### src/rtl/alu_pkg.sv
// Shared definitions for the multicycle ALU: op-code constants and FSM state.
// Imported by the ALU, its combinational core, the control unit and benches.
package alu_pkg;

    localparam logic [3:0] ALU_AND = 4'b0000;
    localparam logic [3:0] ALU_OR  = 4'b0001;
    localparam logic [3:0] ALU_ADD = 4'b0010;
    localparam logic [3:0] ALU_SUB = 4'b0110;
    localparam logic [3:0] ALU_SLT = 4'b0111;
    localparam logic [3:0] ALU_SRL = 4'b1000;
    localparam logic [3:0] ALU_SLL = 4'b1001;
    localparam logic [3:0] ALU_SRA = 4'b1010;
    localparam logic [3:0] ALU_MUL = 4'b1100;

    typedef enum logic [1:0] {
        ST_IDLE  = 2'd0,
        ST_SHIFT = 2'd1,
        ST_MUL   = 2'd2
    } alu_state_e;

endpackage

### src/rtl/alu_comb_core.sv
// Combinational single-cycle ALU ops (AND/OR/ADD/SUB/SLT) with overflow and
// illegal-code detection. Ports: op, a, b in; result, ovf, illegal out.
module alu_comb_core
    import alu_pkg::*;
#(
    parameter int XLEN = 32
) (
    input  logic [3:0]      op,
    input  logic [XLEN-1:0] a,
    input  logic [XLEN-1:0] b,
    output logic [XLEN-1:0] result,
    output logic            ovf,
    output logic            illegal
);

    logic [XLEN-1:0] sum;
    logic [XLEN-1:0] diff;
    logic            lt;

    assign sum  = a + b;
    assign diff = a - b;
    assign lt   = $signed(a) < $signed(b);

    always_comb begin
        result  = '0;
        ovf     = 1'b0;
        illegal = 1'b0;
        unique case (op)
            ALU_AND: result = a & b;
            ALU_OR:  result = a | b;
            ALU_ADD: begin
                result = sum;
                ovf    = (a[XLEN-1] == b[XLEN-1]) && (sum[XLEN-1] != a[XLEN-1]);
            end
            ALU_SUB: begin
                result = diff;
                ovf    = (a[XLEN-1] != b[XLEN-1]) && (diff[XLEN-1] != a[XLEN-1]);
            end
            ALU_SLT: result = {{(XLEN-1){1'b0}}, lt};
            // Iterative ops are finished by the sequencer, not here.
            ALU_SRL, ALU_SLL, ALU_SRA, ALU_MUL: result = '0;
            default: illegal = 1'b1;
        endcase
    end

endmodule

### src/rtl/alu_multicycle.sv
// Multicycle ALU with start/done handshake, bit-serial shifts and shift-add MUL.
// Ports: clk, rst_n, start, alu_control, in1, in2 in; busy, done, alu_result, flags out.
module alu_multicycle
    import alu_pkg::*;
#(
    parameter int XLEN = 32
) (
    input  logic            clk,
    input  logic            rst_n,
    input  logic            start,
    input  logic [3:0]      alu_control,
    input  logic [XLEN-1:0] in1,
    input  logic [XLEN-1:0] in2,
    output logic            busy,
    output logic            done,
    output logic [XLEN-1:0] alu_result,
    output logic            zero_flag,
    output logic            ovf_flag,
    output logic            illegal_op
);

    localparam int SHW = $clog2(XLEN);
    localparam logic [SHW:0] CNT_MUL = (SHW+1)'(XLEN);

    alu_state_e      state_q, state_d;
    logic [SHW:0]    cnt_q, cnt_d;
    logic [3:0]      op_q, op_d;
    logic [XLEN-1:0] acc_q, acc_d;
    logic [XLEN-1:0] mcand_q, mcand_d;
    logic [XLEN-1:0] mplier_q, mplier_d;
    logic [XLEN-1:0] result_q, result_d;
    logic            zero_q, zero_d;
    logic            ovf_q, ovf_d;
    logic            illegal_q, illegal_d;
    logic            done_q, done_d;

    logic [XLEN-1:0] core_result;
    logic            core_ovf;
    logic            core_illegal;
    logic [SHW-1:0]  shamt;
    logic            is_shift;
    logic [XLEN-1:0] shift_next;
    logic [XLEN-1:0] prod_next;

    alu_comb_core #(.XLEN(XLEN)) u_core (
        .op      (alu_control),
        .a       (in1),
        .b       (in2),
        .result  (core_result),
        .ovf     (core_ovf),
        .illegal (core_illegal)
    );

    assign shamt    = in2[SHW-1:0];
    assign is_shift = (alu_control == ALU_SRL) || (alu_control == ALU_SLL)
                   || (alu_control == ALU_SRA);

    // One-bit shift step; SRA replicates the MSB, which stays the latched in1 MSB.
    always_comb begin
        shift_next = acc_q >> 1;
        if (op_q == ALU_SLL) begin
            shift_next = acc_q << 1;
        end else if (op_q == ALU_SRA) begin
            shift_next = {acc_q[XLEN-1], acc_q[XLEN-1:1]};
        end
    end

    assign prod_next = acc_q + (mplier_q[0] ? mcand_q : '0);

    always_comb begin
        state_d   = state_q;
        cnt_d     = cnt_q;
        op_d      = op_q;
        acc_d     = acc_q;
        mcand_d   = mcand_q;
        mplier_d  = mplier_q;
        result_d  = result_q;
        zero_d    = zero_q;
        ovf_d     = ovf_q;
        illegal_d = illegal_q;
        done_d    = 1'b0;
        unique case (state_q)
            ST_IDLE: begin
                if (start) begin
                    op_d = alu_control;
                    if (is_shift && shamt != '0) begin
                        state_d = ST_SHIFT;
                        cnt_d   = {1'b0, shamt};
                        acc_d   = in1;
                    end else if (alu_control == ALU_MUL) begin
                        state_d  = ST_MUL;
                        cnt_d    = CNT_MUL;
                        acc_d    = '0;
                        mcand_d  = in1;
                        mplier_d = in2;
                    end else if (is_shift) begin
                        result_d  = in1;
                        zero_d    = (in1 == '0);
                        ovf_d     = 1'b0;
                        illegal_d = 1'b0;
                        done_d    = 1'b1;
                    end else begin
                        result_d  = core_result;
                        zero_d    = (core_result == '0);
                        ovf_d     = core_ovf;
                        illegal_d = core_illegal;
                        done_d    = 1'b1;
                    end
                end
            end
            ST_SHIFT: begin
                acc_d = shift_next;
                cnt_d = cnt_q - 1'b1;
                if (cnt_q == 1) begin
                    state_d   = ST_IDLE;
                    result_d  = shift_next;
                    zero_d    = (shift_next == '0);
                    ovf_d     = 1'b0;
                    illegal_d = 1'b0;
                    done_d    = 1'b1;
                end
            end
            ST_MUL: begin
                acc_d    = prod_next;
                mcand_d  = mcand_q << 1;
                mplier_d = mplier_q >> 1;
                cnt_d    = cnt_q - 1'b1;
                if (cnt_q == 1) begin
                    state_d   = ST_IDLE;
                    result_d  = prod_next;
                    zero_d    = (prod_next == '0);
                    ovf_d     = 1'b0;
                    illegal_d = 1'b0;
                    done_d    = 1'b1;
                end
            end
            default: state_d = ST_IDLE;
        endcase
    end

    always_ff @(posedge clk) begin
        if (!rst_n) begin
            state_q   <= ST_IDLE;
            cnt_q     <= '0;
            op_q      <= '0;
            acc_q     <= '0;
            mcand_q   <= '0;
            mplier_q  <= '0;
            result_q  <= '0;
            zero_q    <= 1'b1;
            ovf_q     <= 1'b0;
            illegal_q <= 1'b0;
            done_q    <= 1'b0;
        end else begin
            state_q   <= state_d;
            cnt_q     <= cnt_d;
            op_q      <= op_d;
            acc_q     <= acc_d;
            mcand_q   <= mcand_d;
            mplier_q  <= mplier_d;
            result_q  <= result_d;
            zero_q    <= zero_d;
            ovf_q     <= ovf_d;
            illegal_q <= illegal_d;
            done_q    <= done_d;
        end
    end

    assign busy       = (state_q != ST_IDLE);
    assign done       = done_q;
    assign alu_result = result_q;
    assign zero_flag  = zero_q;
    assign ovf_flag   = ovf_q;
    assign illegal_op = illegal_q;

endmodule

### config.mk
export PLATFORM = sky130hd
export DESIGN_NAME = alu_multicycle
export DESIGN_NICKNAME = d
export VERILOG_FILES = /design/src/rtl/alu_pkg.sv /design/src/rtl/alu_comb_core.sv /design/src/rtl/alu_multicycle.sv
export SDC_FILE = /design/constraint.sdc
export NUM_CORES = 1
export LEC_CHECK = 0
export BUFFER_PORTS_ARGS = -buffer_cell sky130_fd_sc_hd__buf_2
export CORE_MARGIN = 3
export CORE_UTILIZATION = 25
export DETAILED_ROUTE_END_ITERATION = 8
export GPL_ROUTABILITY_DRIVEN = 0
export HOLD_SLACK_MARGIN = 0.02
export PLACE_DENSITY = 0.44
export SYNTH_ARGS = -nofsm -noshare
export SYNTH_HDL_FRONTEND = slang
export SYNTH_SLANG_ARGS = --single-unit
### constraint.sdc
create_clock -name clk -period 10.26 [get_ports clk]
set_input_delay 1.539 -clock clk [delete_from_list [all_inputs] [get_ports clk]]
set_output_delay 1.539 -clock clk [all_outputs]
set_load 0.01 [all_outputs]
# Word level (Yosys, flattened, before mapping)
# Cells that the tools add are included.
[totals]
output_inout_bits = 37
wordCells = 125
input_bits = 71
regBits = 144
[classes]
n_eq_ne = 25
n_mux = 57
bitwise_logic = 2
n_addsub = 4
order_cmp = 1
reduce_logical = 25
[ops]
columns = ["cell", "count"]
rows = [
  ["32-bit two-way mux", 18],
  ["32-bit one-hot mux with 3 select lines", 2],
  ["32-bit one-hot mux with 5 select lines", 1],
  ["32-bit zero test", 4],
  ["32-bit one-hot mux with 2 select lines", 2],
  ["32-bit adder", 2],
  ["32-bit AND", 1],
  ["32-bit < comparator", 1],
  ["32-bit bitwise OR", 1],
  ["32-bit subtractor", 1],
  ["4-bit == test (second input constant)", 6],
  ["1-bit two-way mux", 20],
  ["6-bit two-way mux", 3],
  ["2-bit != test (second input constant)", 6],
  ["6-bit one-hot mux with 2 select lines", 1],
  ["3-bit AND reduction", 3],
  ["9-bit OR reduction", 1],
  ["4-bit by 3-bit == test with 1-bit output (second input constant)", 2],
  ["2-bit two-way mux", 4],
  ["1-bit one-hot mux with 2 select lines", 4],
  ["6-bit by 1-bit == test with 1-bit output (second input constant)", 1],
  ["6-bit AND reduction", 1],
  ["2-bit nonzero test", 3],
  ["6-bit by 1-bit subtractor with 6-bit output (second input constant)", 1],
  ["20 further kinds", 25],
]

# Depth between registers and ports, before layout
# Gate-level depths: netlist of the first run.
[logic_depth]
ltp_word = 9
mapped_depth = 16
ltp_nobuf = 16

# By module
# A second synthesis of the first run with hierarchy kept.
[hier_totals]
cells_unflattened = 1961
area_unflattened_um2 = 14836.7
[modules_own_cells]
columns = ["mod", "n_inst", "seq_area_each_um2", "cells_per_inst", "area_per_inst_um2"]
rows = [
  ["alu_multicycle", 1, 2882.8, 1235, 9883.2],
  ["alu_comb_core", 1, 0.0, 726, 4953.5],
]

# Worst setup path before layout of the first run
# Ideal clock, no wire load.
[synth_timing]
path_kind = "input to register"
start = "input in1[0]"
end = "register zero_q, in the netlist zero_flag"
arrival_ns = 4.841
required_time_ns = 10.167
setup_slack_ns = 5.326
setup_time_ns = 0.093
cell_stages = 16
n_path_buf = 0
path_cell_list = "inv_1 -> ha_1 -> inv_1 -> fa_1 -> nor2b_1 -> o211a_1 -> o211ai_1 -> o2111ai_1 -> or4_1 -> or4_1 -> nor4_1 -> nand4_1 -> nor4_1 -> and4_1 -> a41oi_1 -> o311ai_2"
[synth_via]
elab_chain_cells = 8
elab_cells_between_ends = 13
cone_classes = "add/sub (2); order compare (1); mux (6); bitwise (2); reduce/logical (2)"
[synth_rtl]
columns = ["item", "line", "source"]
rows = [
  ["from (decl)", "alu_multicycle.sv:12", "input logic [XLEN-1:0] in1,"],
  ["32-bit subtractor, or another cell as far along", "alu_comb_core.sv:21", "assign diff = a - b;"],
  ["32-bit one-hot mux with 5 select lines", "alu_comb_core.sv:28", "unique case (op)"],
  ["32-bit zero test", "alu_multicycle.sv:104", "zero_d = (core_result == '0);"],
  ["1-bit two-way mux (*)", "alu_multicycle.sv:96", "end else if (is_shift) begin"],
  ["1-bit two-way mux (*)", "alu_multicycle.sv:90", "end else if (alu_control == ALU_MUL) begin"],
  ["1-bit two-way mux (*)", "alu_multicycle.sv:86", "if (is_shift && shamt != '0) begin"],
  ["1-bit two-way mux (*)", "alu_multicycle.sv:84", "if (start) begin"],
  ["1-bit one-hot mux with 3 select lines (*)", "alu_multicycle.sv:82", "unique case (state_q)"],
  ["to (signal assigned)", "alu_multicycle.sv:162", "zero_q <= zero_d;"],
  ["to (decl)", "alu_multicycle.sv:32", "logic zero_q, zero_d;"],
]
# Every way passes the cells marked *; elsewhere a longest branch is shown, timed or not. The select of a mux whose other input is x is not followed.
# A chain may end at the register's enable or synchronous reset.

# Worst setup path in the final report of the first run
[layout_timing]
start = "input in1[5]"
end = "register zero_q, in the netlist zero_flag"
# Same word-level chain as after synthesis.

==> flow_summary.toml, run 1 <==
[place]
post-place-ws_ns = 4.21
port_buffers = 107
dp_hpwl_um = 49100
placedCellCount = 2843

[clock_tree]
cts_tree = "done"
numCtsBuffers = 17
clock_path_buffers = 2
cts_root_buf = "clkbuf_16"
ctsHtreeMaxLevel = 4
clk_pin_slew_ns = 0.07
post_cts_buffers = 0
clk_latency_ns = 0.46
postCtsHoldBufs = 0
cts.sinks = 144
post_cts_resized = 0

[hold_path]
min_to = "alu_result[21]"
hold-path-cell-count = 2
min_from = "alu_result[21]"
hold_path_class = "flip-flop to flip-flop"

[detailed_routing]
wl_per_cell_um = 22.6
post_drt_via_cell_ratio = 5.61
ant_nets = 0
drcViolationCount = 0
num_vias = 16133
drt_iter0_markers = 1716
dr.pass1.iters = 5
wl_um = 65000

[grt]
antenna_found_initial = 0
grt_pass1_vias = 15155
grt_max_degree = 95
grt.overflow.total = 0
grt_first_pass_wirelength_um = 98600
grt_usage_pct = 20.3

[setup_path]
critPathLaunchType = "input pin"
reg2reg_to = "zero_flag"
cpMostUsedCell = "inv_1"
rr_worst_depth = 15
crit_arrival_ns = 6.13
crit_slowest_cell = "a2111oi_0"
critical_path.cell_chain = "buf_2 -> inv_1 -> ha_1 -> inv_1 -> a2111oi_0 -> a21oi_1 -> a221o_1 -> a221oi_1 -> o21ai_0 -> nor2_1 -> nand4_1 -> nor4_1 -> and4_1 -> a41oi_1 -> o311ai_2"
cp_data_required_time_ns = 10.64
cpPeakStageDelay_ns = 0.95
worstSetupEndpointType = "flip-flop"
r2r_slack_ns = 5.04
rr_startpoint = "mplier_q[0]"
worst-setup-path-type = "input pin to flip-flop"
path_max_fanout = 12

[synthesis]
synth_area_leader_cell = "dfxtp_1"
yosys_warnings = 0
ys_seq_elements = 144
synth_top_cell_area_share_pct = 19.6
synth_edf_count = 0
ys_async_sr_fraction_pct = 0
syn_nets = 2307
synthCells = 2097
synthesis.area_mm2 = 0.0147
ys_top_cells_by_area = "dfxtp_1 20%, ha_1 12%, nor2_1 6.8%"
syn_area_per_cell_um2 = 7.02
synth_ff_type = "dfxtp_1"
synth_seq_area_share_pct = 19.6
synthDistinctLibCells = 89

[floorplanning]
die_y_um = 249
die_area_mm2 = 0.0619
ioPinCount = 108
initial_core_util_pct = 25.4
core_area_mm2 = 0.0580
die_w_um = 249
rows = 88

[sta]
finalHoldViolCount = 0
layout_min_cycle_time_ns = 5.75
setup_viol = 0
fmax_ghz = 0.174
rsz0062_at_grt = "no"
setup_tns_ns = 0
slew-limit-headroom_pct = 21.6
setup_slack_ns = 4.51
hold_slack_ns = 0.458
clock_skew_ns = 0.0129
slew_viol_final = 0
tightestPinTransition_ns = 1.17
min_period_over_period_pct = 56.0

[outcome]
status = "completed"

[finish]
instances_no_fill = 2875
syn2layout_area_growth_pct = 12.4
antenna_cells = 0
layout-drive-gt1-share_pct = 9.67
layout.nets = 2307

[power_and_ir_drop]
vdd_drop_max_uv = 122
cellPowerDensity_mw_per_mm2 = 146
leakage_nw = 6.65
total_power_mw = 2.42

[flow_run]
max_cap_viol_count = 0
==> flip-flops by register name, summed over array words and instances, names as in the netlist, 2 cells and up <==
signal,count
cnt_q,6
op_q,4
state_q,2
alu_result,32
acc_q,32
mcand_q,32
mplier_q,32
==> critical path: cells and delay by family <==
| kind | cells | cell delay [ns] |
|---|---|---|
| buf+inv | 3 | 0.41 |
| simple gates | 4 | 0.90 |
| fa+ha+maj | 1 | 0.58 |
| compound gates | 7 | 2.68 |
==> per-layer routing <==
layer  global-route usage, %  wire, um  up-vias
li1                        -         -     7628
met4                    5.50      1400        0
met1                    28.9     30500     7753
met3                    2.58      3950       75
met5                       0         0        -
met2                    32.2     29100      677
==> worst max path at each step <==
stage                      start         to  depth (start not counted)
final                     in1[5]  zero_flag                         15
after global routing      in1[5]  zero_flag                         15
after CTS                 in1[5]  zero_flag                         15
after detailed placement  in1[5]  zero_flag                         15
after global placement    in1[5]  zero_flag                         15
after floorplan           in1[0]  zero_flag                         16
==> per-stage QoR <==
step / util, % / cell area (um2)
after floorplan: - / 14700
after global placement: 27.4 / 15900
after detailed placement: 27.4 / 15900
after CTS: 28.5 / 16600
after global routing: 28.5 / 16600
final: 28.5 / 16600
==> cells in the mapped netlist, drive strengths merged, types with 10 or more instances <==
cell type and instances:
o21a 13, nand2b 21, a22oi 13, mux2 10, nand4 28, dfxtp 144, mux2i 46, o21ai 150
nand2 193, nor2b 13, o221ai 10, xnor2 26, nor4 29, nor3 42, a21oi 180, o211ai 88
xor2 12, clkbuf 131, inv 130, buf 14, or3 12, a31oi 27, o211a 11, nand3 24
ha 136, o31ai 13, a221oi 17, and3 13, a21o 26, a311oi 10, a2111oi 11, o21bai 10
and2 44, or2 12, a211oi 61, nor2 265, or4 10
==> area by class of cell <==
class | instances | area [um2]
fillers | 6323 | 41500
multi-input cells | 1677 | 10900
flip-flops and latches | 144 | 2880
well taps | 765 | 957
repair buffers | 126 | 678
inverters | 131 | 494
clock buffers | 19 | 443
clock inverters | 13 | 199
==> cell families (layout without fill, tap and decap cells) <==
group,after synthesis,after routing,synth area share [%]
AO/OA/AOI/OAI,716,716,32.1
AND/OR/NAND/NOR,728,728,23.1
multiplexers,56,56,3.89
XOR/XNOR,38,38,2.26
flip-flops,144,144,19.6
buffers and inverters,276,289,7.08
adder cells (fa/ha/maj),139,139,12.0
==> layout by cell type (no fill, tap or decap), drive strengths merged, types with 12 or more instances in the layout <==
cell type  count
a21o          26
a221oi        17
xnor2         26
nand2b        21
mux2i         46
o21ai        150
o211ai        88
and3          13
a31oi         27
a211oi        61
a22oi         13
or2           12
nand3         24
buf          126
or3           12
dfxtp        144
clkbuf        19
ha           136
inv          134
o31ai         13
nand4         28
nor2b         13
xor2          12
nor3          42
a21oi        180
nor2         265
nor4          29
nand2        193
and2          44
o21a          13
==> where the power goes <==
group | internal [mW] | switching [mW] | total [mW]
Sequential | 0.636 | 0.0703 | 0.706
Clock | 0.419 | 0.305 | 0.724
Combinational | 0.307 | 0.684 | 0.990
No activity file was read; power rests on OpenSTA's default activity.
==> run 2: changes to the inputs <==
--- a/config.mk
+++ b/config.mk
@@ -11,7 +11,7 @@
 export DETAILED_ROUTE_END_ITERATION = 8
 export GPL_ROUTABILITY_DRIVEN = 0
 export HOLD_SLACK_MARGIN = 0.02
-export PLACE_DENSITY = 0.44
+export PLACE_DENSITY = 0.45
 export SYNTH_ARGS = -nofsm -noshare
 export SYNTH_HDL_FRONTEND = slang
 export SYNTH_SLANG_ARGS = --single-unit
==> constraint.sdc (replaced) <==
create_clock -name clk -period 4.9 [get_ports clk]
set_input_delay 0.735 -clock clk [delete_from_list [all_inputs] [get_ports clk]]
set_output_delay 0.735 -clock clk [all_outputs]
set_load 0.01 [all_outputs]
==> run 2 against run 1 <==
Compared with the run above: clock skew decreased by 0.0012 ns; die area is the same; total power increased by 100%; clock power grew 75%; via count up 1.4%; worst setup slack got worse by 4.3 ns; count of clock-buffer cells in the layout fell by 1; register-to-register slack worse by 4.8 ns; final cell count is 2.2% higher; combinational power is 120% higher.
==> flow_summary.toml, run 2 (synthesized netlist as in run 1, its figures left out) <==
[grt]
grt_pass1_vias = 15664
grt_first_pass_wirelength_um = 97800
grt_usage_pct = 20.1
antenna_found_initial = 0
grt_max_degree = 101
grt.overflow.total = 0

[clock_tree]
clock_path_buffers = 2
clk_pin_slew_ns = 0.07
postCtsHoldBufs = 0
cts_tree = "done"
clk_latency_ns = 0.48
cts.sinks = 144
cts_root_buf = "clkbuf_16"
post_cts_resized = 0
numCtsBuffers = 17
ctsHtreeMaxLevel = 4
post_cts_buffers = 0

[finish]
regArea_mm2 = 0.00288
instances_no_fill = 2938
final_cell_mix = "262 x nor2_1, 193 x nand2_1, 180 x a21oi_1, 144 x dfxtp_1, 140 x o21ai_0"
layout.nets = 2372
layout-drive-gt1-share_pct = 12.3
multi_input_area_mm2 = 0.0109
mostFrequentLayoutCell = "nor2_1"
syn2layout_area_growth_pct = 15.0
antenna_cells = 0
fillers = 6348

[setup_path]
critPathLaunchType = "flip-flop"
cp.depth = 15
crit_start = "mcand_q[0]"
crit_slowest_cell = "or4_1"
cpPeakStageDelay_ns = 0.52
reg2reg_to = "zero_flag"
worstSetupEndpointType = "flip-flop"
path_delay_family = "simple AND/OR/NAND/NOR gates"
cpMostUsedCell = "or4_1"
rr_worst_depth = 15
worst-setup-path-type = "flip-flop to flip-flop"
rr_startpoint = "mcand_q[0]"
critical_path.cell_chain = "and2_1 -> ha_1 -> fa_1 -> a211oi_2 -> nor2_1 -> xor2_1 -> or4_1 -> or3_1 -> or4_1 -> nor3_2 -> nand4b_1 -> or4_1 -> nand4bb_1 -> o41a_1 -> o311ai_2"
cp-endpoint = "zero_flag"
r2r_slack_ns = 0.22
cp_data_required_time_ns = 5.28
timing.critical_path.buf_inv = 0
crit_arrival_ns = 5.05
path_max_fanout = 3

[sta]
slew-limit-headroom_pct = 28.7
setup_tns_ns = 0
setup_viol = 0
layout_min_cycle_time_ns = 4.68
clock_skew_ns = 0.0117
fmax_ghz = 0.214
rsz0062_at_grt = "no"
tightestPinTransition_ns = 1.07
hold_slack_ns = 0.465
slew_viol_final = 0
min_period_over_period_pct = 95.4
finalHoldViolCount = 0

[floorplanning]
rows = 88
ioPinCount = 108
die_area_mm2 = 0.0619
core_area_mm2 = 0.0580
initial_core_util_pct = 25.4
die_w_um = 249
die_y_um = 249

[detailed_routing]
drcViolationCount = 0
post_drt_via_cell_ratio = 5.57
ant_nets = 0
drt_iter0_markers = 1502
wl_per_cell_um = 21.9
wl_um = 64400
dr.pass1.iters = 6
num_vias = 16357

[outcome]
status = "completed"

[place]
dp_hpwl_um = 49600
port_buffers = 107
placedCellCount = 2908

[flow_run]
max_cap_viol_count = 0

[power_and_ir_drop]
cellPowerDensity_mw_per_mm2 = 289
clkPwrFrac_pct = 26.0
power.share.sequential_pct = 30.0
vdd_drop_max_uv = 299
power_switching_mw = 2.20
combPwrFrac_pct = 44.0
sw_frac_of_total_pct = 45.0
power.internal_mw = 2.69
leakage_nw = 6.91

[hold_path]
hold_path_class = "flip-flop to flip-flop"
==> run 2: area by class of cell <==
class,count,share of cell area (%)
multi-input cells,1677,64.3
clock inverters,12,0.524
flip-flops and latches,144,17.0
well taps,765,5.65
clock buffers,18,2.59
repair buffers,191,6.96
inverters,131,2.92
==> run 2: layer usage <==
layer	track usage (%)	vias to the layer above	wire length, um
met4	6.75	0	1980
met5	0	-	0
met1	27.6	7922	29400
met2	32.8	601	29500
li1	-	7741	-
met3	2.32	93	3510
==> run 2: worst min-delay path by stage <==
stage	from	to	slack, ns	cells past startpoint
6_report	alu_result[21]	alu_result[21]	0.47	2
5_1_grt	alu_result[13]	alu_result[13]	0.48	2
4_1_cts	alu_result[21]	alu_result[21]	0.46	2
3_5_place_dp	alu_result[21]	alu_result[21]	0.45	2
3_3_place_gp	alu_result[13]	alu_result[13]	0.44	2
2_1_floorplan	op_q[3]	op_q[3]	0.44	2
==> run 2: metrics by stage <==
| step | cell area [um2] | power (mW) | setup WS (ns) | utilization [%] |
|---|---|---|---|---|
| floorplan | 14700 | 2.78 | 0.744 | - |
| global placement | 16400 | 3.60 | -0.0257 | 28.3 |
| detailed placement | 16400 | 3.61 | -0.0898 | 28.3 |
| CTS | 16900 | 4.89 | 0.231 | 29.2 |
| global route | 16900 | 5.15 | 0.0606 | 29.2 |
| finish | 16900 | 4.89 | 0.224 | 29.2 |
==> run 2: power by group through the flow <==
stage | combinational, mW | clock [mW] | sequential [mW]
2_1_floorplan | 1.30 | 0 | 1.48
3_3_place_gp | 2.12 | 0 | 1.49
3_5_place_dp | 2.12 | 0 | 1.49
4_1_cts | 2.13 | 1.30 | 1.46
5_1_grt | 2.34 | 1.33 | 1.49
6_report | 2.15 | 1.27 | 1.47
==> run 2: tightest hold or removal path, cell delays in order (launching register included) <==
cell     delay (ns)
dfxtp_1        0.32
nand2_1        0.05
a21oi_1        0.05
